### src/rtl/ticket_bcd_counter.sv
// Ticket counter: four packed BCD digits with edge-detected inc/dec.
// Optional macro TICKET_WRAP_EN: wrap at the limits instead of saturating.
module ticket_bcd_counter #(
  parameter logic [15:0] MAX_COUNT = 16'h9999
) (
  input  logic       clk,
  input  logic       rst,
  input  logic       inc,
  input  logic       dec,
  input  logic       clr,
  output logic [3:0] bcd0,
  output logic [3:0] bcd1,
  output logic [3:0] bcd2,
  output logic [3:0] bcd3,
  output logic       full,
  output logic       empty,
  output logic       err
);

  logic [15:0] cnt;
  logic [15:0] cnt_up;
  logic [15:0] cnt_dn;
  logic        inc_q;
  logic        dec_q;
  logic        err_q;
  logic        inc_ev;
  logic        dec_ev;
  logic        up;
  logic        dn;

  // Digit-serial +1: a 9 rolls to 0 and carries upward.
  function automatic logic [15:0] bcd_inc(input logic [15:0] v);
    logic [15:0] r;
    logic        c;
    r = v;
    c = 1'b1;
    for (int i = 0; i < 4; i++) begin
      if (c) begin
        if (v[i*4 +: 4] == 4'd9) begin
          r[i*4 +: 4] = 4'd0;
        end else begin
          r[i*4 +: 4] = v[i*4 +: 4] + 4'd1;
          c = 1'b0;
        end
      end
    end
    return r;
  endfunction

  // Digit-serial -1: a 0 rolls to 9 and borrows upward.
  function automatic logic [15:0] bcd_dec(input logic [15:0] v);
    logic [15:0] r;
    logic        b;
    r = v;
    b = 1'b1;
    for (int i = 0; i < 4; i++) begin
      if (b) begin
        if (v[i*4 +: 4] == 4'd0) begin
          r[i*4 +: 4] = 4'd9;
        end else begin
          r[i*4 +: 4] = v[i*4 +: 4] - 4'd1;
          b = 1'b0;
        end
      end
    end
    return r;
  endfunction

  assign inc_ev = inc & ~inc_q;
  assign dec_ev = dec & ~dec_q;
  // Coincident events cancel out.
  assign up     = inc_ev & ~dec_ev;
  assign dn     = dec_ev & ~inc_ev;

  assign cnt_up = bcd_inc(cnt);
  assign cnt_dn = bcd_dec(cnt);

  assign full   = (cnt == MAX_COUNT);
  assign empty  = (cnt == 16'h0000);

  assign bcd0   = cnt[3:0];
  assign bcd1   = cnt[7:4];
  assign bcd2   = cnt[11:8];
  assign bcd3   = cnt[15:12];
  assign err    = err_q;

  // Count, edge-detect history and rejection flag.
  always_ff @(posedge clk) begin
    if (rst) begin
      cnt   <= 16'h0000;
      inc_q <= 1'b0;
      dec_q <= 1'b0;
      err_q <= 1'b0;
    end else begin
      inc_q <= inc;
      dec_q <= dec;
      err_q <= 1'b0;
      if (clr) begin
        cnt <= 16'h0000;
      end else if (up) begin
        if (!full) begin
          cnt <= cnt_up;
        end else begin
`ifdef TICKET_WRAP_EN
          cnt <= 16'h0000;
`else
          err_q <= 1'b1;
`endif
        end
      end else if (dn) begin
        if (!empty) begin
          cnt <= cnt_dn;
        end else begin
`ifdef TICKET_WRAP_EN
          cnt <= MAX_COUNT;
`else
          err_q <= 1'b1;
`endif
        end
      end
    end
  end

endmodule
### config.mk
export PLATFORM = sky130hd
export DESIGN_NAME = ticket_bcd_counter
export DESIGN_NICKNAME = d
export VERILOG_FILES = /design/src/rtl/ticket_bcd_counter.sv
export SDC_FILE = /design/constraint.sdc
export NUM_CORES = 1
export LEC_CHECK = 0
export ABC_AREA = 1
export BUFFER_PORTS_ARGS = -buffer_cell sky130_fd_sc_hd__buf_2
export CAP_MARGIN = 20
export CORE_MARGIN = 8
export CORE_UTILIZATION = 46
export CTS_BUF_LIST = sky130_fd_sc_hd__clkbuf_8
export CTS_CLUSTER_DIAMETER = 200
export DETAILED_ROUTE_END_ITERATION = 7
export HOLD_SLACK_MARGIN = 0.12
export PLACE_DENSITY = 0.74
export SYNTH_ARGS = -nofsm -noshare
export SYNTH_HDL_FRONTEND = slang
export SYNTH_SLANG_ARGS = --single-unit
export TNS_END_PERCENT = 10
### constraint.sdc
create_clock -name clk -period 2.4 [get_ports clk]
set_input_delay 0.36 -clock clk [delete_from_list [all_inputs] [get_ports clk]]
set_output_delay 0.36 -clock clk [all_outputs]
set_load 0.1 [all_outputs]
After elaboration in Yosys (flattened, before gate mapping). Cells that the tools add are included.

Add/subtract/negate cells: 8. Multipliers: 0. Order comparisons: 0. Divide/modulo/power cells: 0. Equal/unequal tests: 10. Mux-type cells: 32. Bitwise logic cells: 8. Shift-type cells: 0. Reductions and logical operators: 14.

Operator list (count): 16-bit two-way mux (4); 4-bit two-way mux (14); 4-bit by 1-bit adder with 4-bit output, second input constant (4); 16-bit == test, second input constant (1); 4-bit == test, second input constant (4); 16-bit zero test (1); 4-bit zero test (4); 4-bit by 1-bit subtractor with 4-bit output, second input constant (4); 5-bit AND reduction (3); 1-bit two-way mux (14); 2-bit by 1-bit inequality test with 1-bit output, second input constant (4); 2-bit nonzero test (4); 1-bit bitwise AND (4); 1-bit NOT (4); 3-bit AND reduction (1); 2-bit inequality test, second input constant (1); 2-bit OR reduction (1).

Latch bits: 0. Output and inout bits: 19. Register bits: 19. RAM bits: 0. Logic and storage cells: 79. Memory bits (read-only): 0. Memories: 0.

Logic depth before layout (Yosys ltp). Gate-level depths: netlist (run 1).

Depth after elaboration: 8. Depth in mapped cells: 15.

Worst setup path before layout (run 1). No wires, ideal clock.

Path kind: reg2reg. Start: reg cnt[4]. End: reg err_q (netlist: err). Stages on the path, launching flop included: 7. Slack: -0.468 ns. Setup time: 0.070 ns. Arrival: 2.799 ns. Buffers on the path: 0. Cell sequence: dfxtp_1 nor2_1 nand2_1 nor2_4 nor3b_2 nand3_1 a21oi_1.

Cells in the longest elaborated chain, start to end: 4. Elaborated cells on any way between the ends: 6. Classes of those cells: eq/ne: 1; mux: 4; reduce/logical: 1.

RTL lines: start, declared (line 20) `logic [15:0] cnt;`; start signal, assigned (line 102) `cnt <= cnt_up;`; start signal, assigned (line 112) `cnt <= cnt_dn;`; 16-bit zero test (line 79) `assign empty = (cnt == 16'h0000);`; named net empty (line 16) `output logic empty,`; 1-bit two-way mux (line 111) `if (!empty) begin`; 1-bit two-way mux (line 110) `end else if (dn) begin`; 1-bit two-way mux (line 100) `end else if (up) begin`; end signal, assigned (line 97) `err_q <= 1'b0;`; end signal, assigned (line 107) `err_q <= 1'b1;`; end signal, assigned (line 117) `err_q <= 1'b1;`; end, declared (line 25) `logic err_q;`.

The timed path passes the listed nets, and every way through them passes these cells. A chain may end at the register's enable or synchronous reset.

Final worst setup path (run 1).
Start: reg cnt[6]. End: out empty.

Cells in the longest elaborated chain, start to end: 1.

RTL lines (line): 16-bit zero test (79); end, declared (16).

Every way passes these cells.

==> flow_summary.ini, run 1 <==
[worst_setup_path]
worstPathRequired_ps = 2040
cp-start-kind = flop
cpPeakStageDelay_ps = 460
reg2reg_slack_ps = 480
crit_fanout = 7
timing.rr.end = cnt[3]
crit_arrival_ps = 1750
worstReg2RegStart = dec_q
critPathKind = reg2out
crit_slowest_cell = buf_2
crit_chain = nor2_1, nand2_1, nor2_4, nor3b_4, buf_2
startpoint = cnt[6]
end_kind = output port
critical_path.endpoint = empty
r2r_cells = 8

[power_and_ir_drop]
vdd.ir_drop.worst_uv = 892
power_frac_seq_pct = 25.1
p_int_w = 0.000719
p_sw_share_pct = 56.7
combPwrFrac_pct = 61.2
power.switching_w = 0.000942
p_per_area_nw_per_um2 = 984
p_leak_nw = 0.859
p_total_w = 0.00166
clkPwrFrac_pct = 13.6

[synthesis]
syn_area_um2 = 1480
synth-xor-area-share_pct = 1.19
syn_area_per_cell_um2 = 5.64
syn-instance-count = 262
synthMuxAreaShare_pct = 0
synth.distinct_cells = 25
synth_simple_gate_area_share_pct = 48.1
yosys.area_share.adder_pct = 1.69
ys_ff_latch = 19
ys_warn_count = 0
syn-num-nets = 269
synth_compound_area_share_pct = 11.4
synth_top_family_by_area = simple AND/OR/NAND/NOR gates
ys_seq_area_share_pct = 25.8

[clock_network]
clk_transition_reported_paths_ps = 80
cts_resized = 0
h-tree-depth = 1
cts_sinks = 19
root_buffer = clkbuf_8
cts_tree = built
ctsHoldBuffers = 0
clockBufferDepth = 2
clk_latency_ps = 250
post_cts_buffers = 0
cts_buffers = 3

[placed_design]
place_ws_ps = 297
io_buffer_count = 23
dpl.hpwl_um = 2610
placedCellCount = 324
gp_congestion = 0.878

[timing]
tightest_slew_ps = 493
setup_tns_ps = 0
fin_crit_sh_pct = 88.1
fmaxAchievable_ghz = 0.473
skew_ps = 1.59
setup_viol = 0
rsz0062_at_grt = no
drv_slew = 0
hold_viol = 0
fin_ws_ps = 286
slew-limit-headroom_pct = 67.4
min_period_ps = 2110

[finish]
n_antenna_cell = 0
stdcell_count = 328
fillCellCount = 341
final_layout_size_suffix_gt1_share_pct = 22.5
syn_to_final_growth_pct = 14.4
fin_util_pct = 55.3
nets = 292

[floorplanning]
core-area_um2 = 3050
ios = 24
die_area_um2 = 5280
die_h_um = 72.7
die_x_um = 72.7
initial_core_util_pct = 48.4
core.rowCount = 20

[min_path]
hold_path_class = in2reg

[routing]
vias_per_cell = 4.87
via_count = 1598
postRouteAntennaNets = 0
drt_iter0_drc = 139
routed_wl_um = 3390
detail_route.wl_per_cell_um = 10.3
remaining_drc_errors = 0
drt-pass1-iter-count = 4

[global_routing]
grt_pass1_wl_um = 5950
grt_max_degree = 16
overflow = 0
antenna_found_initial = 0
grt_usage_pct = 13.8
grt_pass1_vias = 1410

[outcome]
outcome = completed

[run]
maxCapViolCount = 0
==> cells in the mapped netlist <==
cell type	number	area, um^2
a21oi_1	10	50.1
buf_2	4	20.0
buf_4	1	7.51
buf_6	1	11.3
clkbuf_1	1	3.75
clkbuf_2	1	5.00
dfxtp_1	19	380
ha_1	2	25.0
inv_1	27	101
inv_2	7	26.3
nand2_1	72	270
nand2_2	1	6.26
nand3_1	23	115
nand3_2	1	10.0
nand4_1	3	18.8
nor2_1	53	199
nor2_2	10	62.6
nor2_4	1	11.3
nor3_1	1	5.00
nor3b_2	1	12.5
o2111ai_1	1	8.76
o211ai_1	2	15.0
o21ai_0	17	85.1
o21ai_2	1	8.76
xor2_1	2	17.5
==> final cells by class <==
cell class	instances	area, um^2	area share, %
clock buffer	3	41.3	2.44
tap	44	55.1	3.26
clock inverter	1	5.00	0.296
timing repair buffer	26	138	8.15
sequential	19	395	23.4
inverter	34	128	7.56
multi-input combinational	201	927	54.9
==> through the flow <==
step / instance area [um^2] / hold slack (ps)
2_1_floorplan: 1500 / 432
3_3_place_gp: 1640 / 509
3_5_place_dp: 1640 / 515
4_1_cts: 1690 / 280
5_1_grt: 1690 / 280
6_report: 1690 / 283
==> flip-flops by register name, indices dropped and copies added (netlist names) <==
register,cells
inc_q,1
cnt,16
err,1
dec_q,1
==> cell families after synthesis <==
group,count (synthesis)
buffers and inverters,42
adders and majority gates,2
and+or+nand+nor,166
AOI/OAI and AO/OA,31
DFF,19
xor gates and xnor gates,2
==> power groups by stage <==
stage                     logic (W)  registers (W)  clock network, W
final                       0.00102       0.000417          0.000226
after global placement      0.00102       0.000425                 0
after detailed placement    0.00102       0.000425                 0
after floorplan            0.000643       0.000662                 0
after CTS                   0.00102       0.000417          0.000237
after global routing        0.00113       0.000427          0.000248
==> layout by cell type (no fill, tap or decap) <==
cell	netlist	final
nand2_1	72	72
nor2_1	53	53
inv_1	27	27
nand3_1	23	23
buf_2	4	23
o21ai_0	17	17
dfxtp_2	0	12
nor2_2	10	10
a21oi_1	10	10
inv_2	7	7
dfxtp_1	19	7
nand4_1	3	3
clkbuf_8	0	3
buf_4	1	3
xor2_1	2	2
o211ai_1	2	2
ha_1	2	2
nand2_2	1	1
nor2_4	1	1
nor3b_4	0	1
o21ai_2	1	1
nand3_2	1	1
nor3_1	1	1
o2111ai_1	1	1
clkinv_2	0	1
==> critical path, delay by kind of cell (launching register included) <==
kind,cells,cell delay [ps]
buffers and inverters,1,460
AND/OR/NAND/NOR,4,670
flip-flops,1,370
==> layer usage <==
metal	track usage [%]	vias up	part of all wire (%)
met3	3.02	2	4.2
met1	16.1	706	46
li1	-	863	-
met4	4.44	0	0.77
met5	0	-	0
met2	24.1	27	48
==> worst min path at each step <==
| stage | start | cells after the start | endpoint | slack, ps |
|---|---|---|---|---|
| finish | rst | 2 | dec_q | 280 |
| CTS | rst | 2 | dec_q | 280 |
| detailed placement | cnt[11] | 2 | cnt[11] | 510 |
| global placement | cnt[8] | 2 | cnt[8] | 510 |
| floorplan | rst | 1 | dec_q | 430 |
| global route | rst | 2 | inc_q | 280 |
No activity file was read; power rests on OpenSTA's default activity.
==> inputs of run 2 (changes only) <==
- ABC_AREA: 1 -> unset
- CORE_UTILIZATION: 46 -> 57
- PLACE_DENSITY: 0.74 -> 0.87
==> run 2 against run 1 <==
  * Worst setup slack worse by 84 ps
  * Area after synthesis is 4.6% higher
  * Die area is 12% lower
  * Critical path type is now reg2reg
  * Final area rose by 2.0%
==> flow_summary.ini, run 2 <==
[global_routing]
overflow = 0
grt_pass1_vias = 1334
antenna_found_initial = 0
grt_max_degree = 39
grt_usage_pct = 16.4
grt_pass1_wl_um = 6100

[placed_design]
dpl.hpwl_um = 2350
placed_area_um2 = 1680
gp_congestion = 0.794
place_ws_ps = 77.8
io_buffer_count = 23

[timing]
skew_ps = 2.84
fmaxAchievable_ghz = 0.455
fin_ws_ps = 202
setup_viol = 0
drv_slew = 0
hold_viol = 0
tightest_slew_ps = 1120
min_period_ps = 2200
fin_crit_sh_pct = 91.6
rsz0062_at_grt = no
slew-limit-headroom_pct = 25.6
holdWs_ps = 274

[power_and_ir_drop]
power.switching_w = 0.00105
p_sw_share_pct = 55.2
p_int_w = 0.000856
power_frac_seq_pct = 25.8
p_leak_nw = 0.676
combPwrFrac_pct = 62.3
vdd.ir_drop.worst_uv = 810
clkPwrFrac_pct = 11.9
p_per_area_nw_per_um2 = 1110

[synthesis]
syn_area_per_cell_um2 = 7.68
synthMuxAreaShare_pct = 4.05
synth_top_family_by_area = simple AND/OR/NAND/NOR gates
synth-xor-area-share_pct = 2.84
synth.distinct_cells = 52
ys_ff_latch = 19
ys_warn_count = 0
synth_simple_gate_area_share_pct = 31.6
synth_ff_type = dfxtp_1
synth_most_common_cell = a21oi_1
synth_common_cells = 23 x a21oi_1, 19 x dfxtp_1, 14 x nand3_1, 14 x nor3_1, 12 x o21ai_0
synth.area.top_cells = dfxtp_1 25%, a21oi_1 7.5%, nand3_1 4.5%
ys_seq_area_share_pct = 24.6
synth_area_leader_cell = dfxtp_1
syn-num-nets = 208
yosys.area_share.adder_pct = 1.62
syn-instance-count = 201
synth_top_area_share_pct = 24.6
synth_edf_count = 0
synthArstFlopShare_pct = 0
syn_area_um2 = 1540
synth_compound_area_share_pct = 24.9

[routing]
drt_iter0_drc = 120
via_count = 1503
drt-pass1-iter-count = 4
routed_wl_um = 3530
detail_route.wl_per_cell_um = 14.8
postRouteAntennaNets = 0
remaining_drc_errors = 0
vias_per_cell = 6.32

[worst_setup_path]
reg2reg_slack_ps = 200
cp-start-kind = flop
critPathKind = reg2reg
worstPathRequired_ps = 2560
end_kind = flop
crit_arrival_ps = 2360
crit_fanout = 15

[finish]
syn_to_final_growth_pct = 11.6
final_layout_size_suffix_gt1_share_pct = 29.5
largest_reg_flops = 16
fillCellCount = 244
fin_area_um2 = 1720
most-common-layout-cells = 23 x a21oi_1, 23 x buf_2, 14 x nor3_1
n_antenna_cell = 0
largest_register = cnt
nets = 215

[clock_network]
ctsHoldBuffers = 0
root_buffer = clkbuf_8
clk_latency_ps = 260
cts_resized = 0
clk_transition_reported_paths_ps = 70
cts_buffers = 3
cts_tree = built
cts_sinks = 19
clockBufferDepth = 2
post_cts_buffers = 0
h-tree-depth = 1

[floorplanning]
die_area_um2 = 4630
die_h_um = 68.0
core-area_um2 = 2660
core.rowCount = 19
initial_core_util_pct = 58.0
ios = 24
die_x_um = 68.0

[min_path]
hold_path_class = in2reg

[run]
maxCapViolCount = 0

[outcome]
outcome = completed
==> run 2: cell types whose count changed after synthesis, sizes merged, moves of 5 or more <==
cell   before  now
a21oi      10   23
buf         6   20
inv        34    5
nand2      73    4
nand3      24   14
nor2       64    6
nor2b       0    5
nor3        1   14
nor4        0    7
o21ai      18   12
or3         0    5
==> run 2: power groups by stage <==
stage               registers (W)  clock network [W]  logic [W]
floorplan                0.000691                  0   0.000846
global placement         0.000494                  0    0.00116
detailed placement       0.000497                  0    0.00117
CTS                      0.000490           0.000229    0.00119
global route             0.000508           0.000246    0.00127
finish                   0.000492           0.000228    0.00119
==> run 2: routing by layer <==
metal  vias to the layer above  part of all wire, %  GRT usage, %
li1                        760                    -             -
met1                       699                   47          21.7
met2                        38                   46          25.1
met3                         6                  5.4          3.93
met4                         0                  1.4          6.14
met5                         -                    0             0
==> run 2: worst max-delay path, cell delays in order, from the launching register on <==
cell and delay (ps):
dfxtp_1 300, nor2b_1 150, ha_1 190, or3_1 130, nor2_1 50, a21oi_1 870
a21oi_1 150, a211oi_1 260
==> run 2: area by class of cell <==
type                    count  area [um^2]  area share (%)
inverters                   5         18.8            1.09
well taps                  31         38.8            2.25
multi-input cells         153         1060            61.3
repair buffers             26          138            7.99
flip-flops and latches     19          425            24.7
clock buffers               3         41.3            2.40
clock inverters             1         5.00           0.290
==> run 2: path summary, 6_finish.rpt <==
path | from | end | cells after the start
min reg2reg | cnt[0] | cnt[0] | 2
max reg2reg | inc_q | cnt[10] | 7
min | rst | dec_q | 2
max | inc_q | cnt[10] | 7
==> run 2: cells by family after synthesis <==
kind of cell               count (synthesis)
AOI/OAI and AO/OA                         61
xor gates and xnor gates                   5
adders and majority gates                  2
buffers and inverters                     29
DFF                                       19
muxes                                      6
and+or+nand+nor                           79
==> run 2: per-stage QoR <==
step	instances	util (%)	power [W]	TNS, ps
CTS	238	64.7	0.00191	0
global placement	234	63.0	0.00166	0
detailed placement	234	63.0	0.00167	0
finish	238	64.7	0.00191	0
global route	238	64.7	0.00203	0
floorplan	201	-	0.00154	-8.76
==> inputs of run 3 (changes only) <==
- BUFFER_PORTS_ARGS: -buffer_cell sky130_fd_sc_hd__buf_2 -> unset
- DONT_BUFFER_PORTS: unset -> 1
- MAX_ROUTING_LAYER: unset -> met4
- PLACE_DENSITY: 0.87 -> 0.79
==> run 3 against run 2 <==
  * Power up 1.7%
  * Register-to-register slack worse by 80 ps
  * Core utilization up 0.75 points
  * Via count is 0.86% higher
  * Worst hold slack got worse by 97 ps
  * Final area up 1.2%
  * Maximum frequency shrank 3.7%
  * Largest power group unchanged
  * First-iteration DRC count down 6.7%
  * Critical endpoint is now cnt[11]
  * Clock-buffer cell count unchanged
==> flow_summary.ini, run 3 (synthesis results as in run 2) <==
[outcome]
outcome = completed

[clock_network]
cts_buffers = 3
cts_resized = 0
clockBufferDepth = 2
cts_sinks = 19
root_buffer = clkbuf_8
ctsHoldBuffers = 0
post_cts_buffers = 0
h-tree-depth = 1
clk_transition_reported_paths_ps = 80
cts_tree = built
clk_latency_ps = 250

[finish]
final_layout_size_suffix_gt1_share_pct = 27.7
largest_register = cnt
final_common_cell = a21oi_1
fillCellCount = 220
seq_area_um2 = 425
fin_area_um2 = 1740
largest_reg_flops = 16
most-common-layout-cells = 23 x a21oi_1, 21 x buf_4, 14 x nor3_1
multi_input_area_um2 = 1060
syn_to_final_growth_pct = 12.9
stdcell_count = 233
n_antenna_cell = 0
nets = 210

[routing]
vias_per_cell = 6.51
remaining_drc_errors = 0
detail_route.wl_per_cell_um = 16.4
routed_wl_um = 3830
via_count = 1516
drt-pass1-iter-count = 4
drt_iter0_drc = 112
postRouteAntennaNets = 0

[power_and_ir_drop]
p_per_area_nw_per_um2 = 1110
combPwrFrac_pct = 65.7
p_sw_share_pct = 54.8
power_frac_seq_pct = 22.6
vdd.ir_drop.worst_uv = 1240
p_total_w = 0.00194
p_int_w = 0.000877
power.switching_w = 0.00106
p_leak_nw = 0.655
clkPwrFrac_pct = 11.6

[floorplanning]
initial_core_util_pct = 58.0
core.rowCount = 19
ios = 24
core-area_um2 = 2660
die_x_um = 68.0
die_area_um2 = 4630
die_h_um = 68.0

[worst_setup_path]
cpLargestDelayFamily = compound AO/OA/AOI/OAI gates
crit_arrival_ps = 2430
crit_top_cell = a21oi_1
r2r_cells = 7
crit_fanout = 15
reg2reg_slack_ps = 120
crit_buf_inv = 0
crit_chain = nor2b_1, ha_1, or3_1, nor2_1, a21oi_1, a21oi_1, a211oi_1
worstPathRequired_ps = 2550
timing.rr.end = cnt[11]
critPathKind = reg2reg
path_depth = 7
cpPeakStageDelay_ps = 880
end_kind = flop
worstReg2RegStart = inc_q
crit_slowest_cell = a21oi_1
cp-start-kind = flop

[timing]
fmaxAchievable_ghz = 0.438
skew_ps = 3.84
fin_crit_sh_pct = 95.1
tightest_slew_ps = 1130
min_period_ps = 2280
drv_slew = 0
rsz0062_at_grt = no
slew-limit-headroom_pct = 24.8
setup_tns_ps = 0
hold_viol = 0
fin_ws_ps = 117
setup_viol = 0

[global_routing]
grt_util_met1_pct = 20.4
grt_use_met3_pct = 2.95
use_met2_pct = 29.4
grt_pass1_wl_um = 6390
overflow = 0
grt_usage_pct = 17.3
grt_pass1_vias = 1467
grt_max_degree = 39
grt_busiest_layer = met2
antenna_found_initial = 0

[min_path]
min_delay_path_depth = 1
min_from = rst
whs_endpoint = dec_q
hold_path_class = in2reg

[placed_design]
io_buffer_count = 0
dpl.hpwl_um = 2700
place_ws_ps = 136
placedCellCount = 229
placed_area_um2 = 1700
gp_congestion = 0.928

[run]
maxCapViolCount = 0
[run 3: worst register-to-register path, stage by stage, from the launching register on]
cell and delay [ps]:
dfxtp_1 310, nor2b_1 150, ha_1 190, or3_1 130, nor2_1 50, a21oi_1 880, a21oi_1 150, a211oi_1 310
[run 3: layer usage]
layer	share of wire [%]	wire (um)
met2	50	1900
met3	7.4	283
met5	0	0
met1	42	1610
met4	0.99	38
[run 3: per-stage QoR]
stage               utilization, %  hold WS, ps
floorplan                        -          432
global placement              63.7          434
detailed placement            63.7          443
CTS                           65.5          176
global route                  65.5          169
finish                        65.5          177
[run 3: worst max-delay path by stage]
stage / from / endpoint / slack (ps)
3_3_place_gp: inc / cnt[7] / 280
6_report: inc_q / cnt[11] / 120
5_1_grt: inc_q / cnt[11] / 20
4_1_cts: inc_q / cnt[11] / 170
3_5_place_dp: inc / cnt[11] / 140
2_1_floorplan: cnt[1] / empty / -9
[run 3: final cells by class]
class                      instances  share of cell area [%]
clock buffer                       3                    2.37
clock inverter                     1                   0.287
inverter                           5                    1.08
multi-input combinational        153                    60.6
sequential                        19                    24.4
tap                               31                    2.23
timing repair buffer              21                    9.05
[run 3: power groups by stage]
stage / Clock (W) / Sequential, W / Combinational (W)
after floorplan: 0 / 0.000691 / 0.000846
after global placement: 0 / 0.000442 / 0.00124
after detailed placement: 0 / 0.000447 / 0.00126
after CTS: 0.000227 / 0.000438 / 0.00127
after global routing: 0.000240 / 0.000450 / 0.00136
final: 0.000226 / 0.000439 / 0.00128
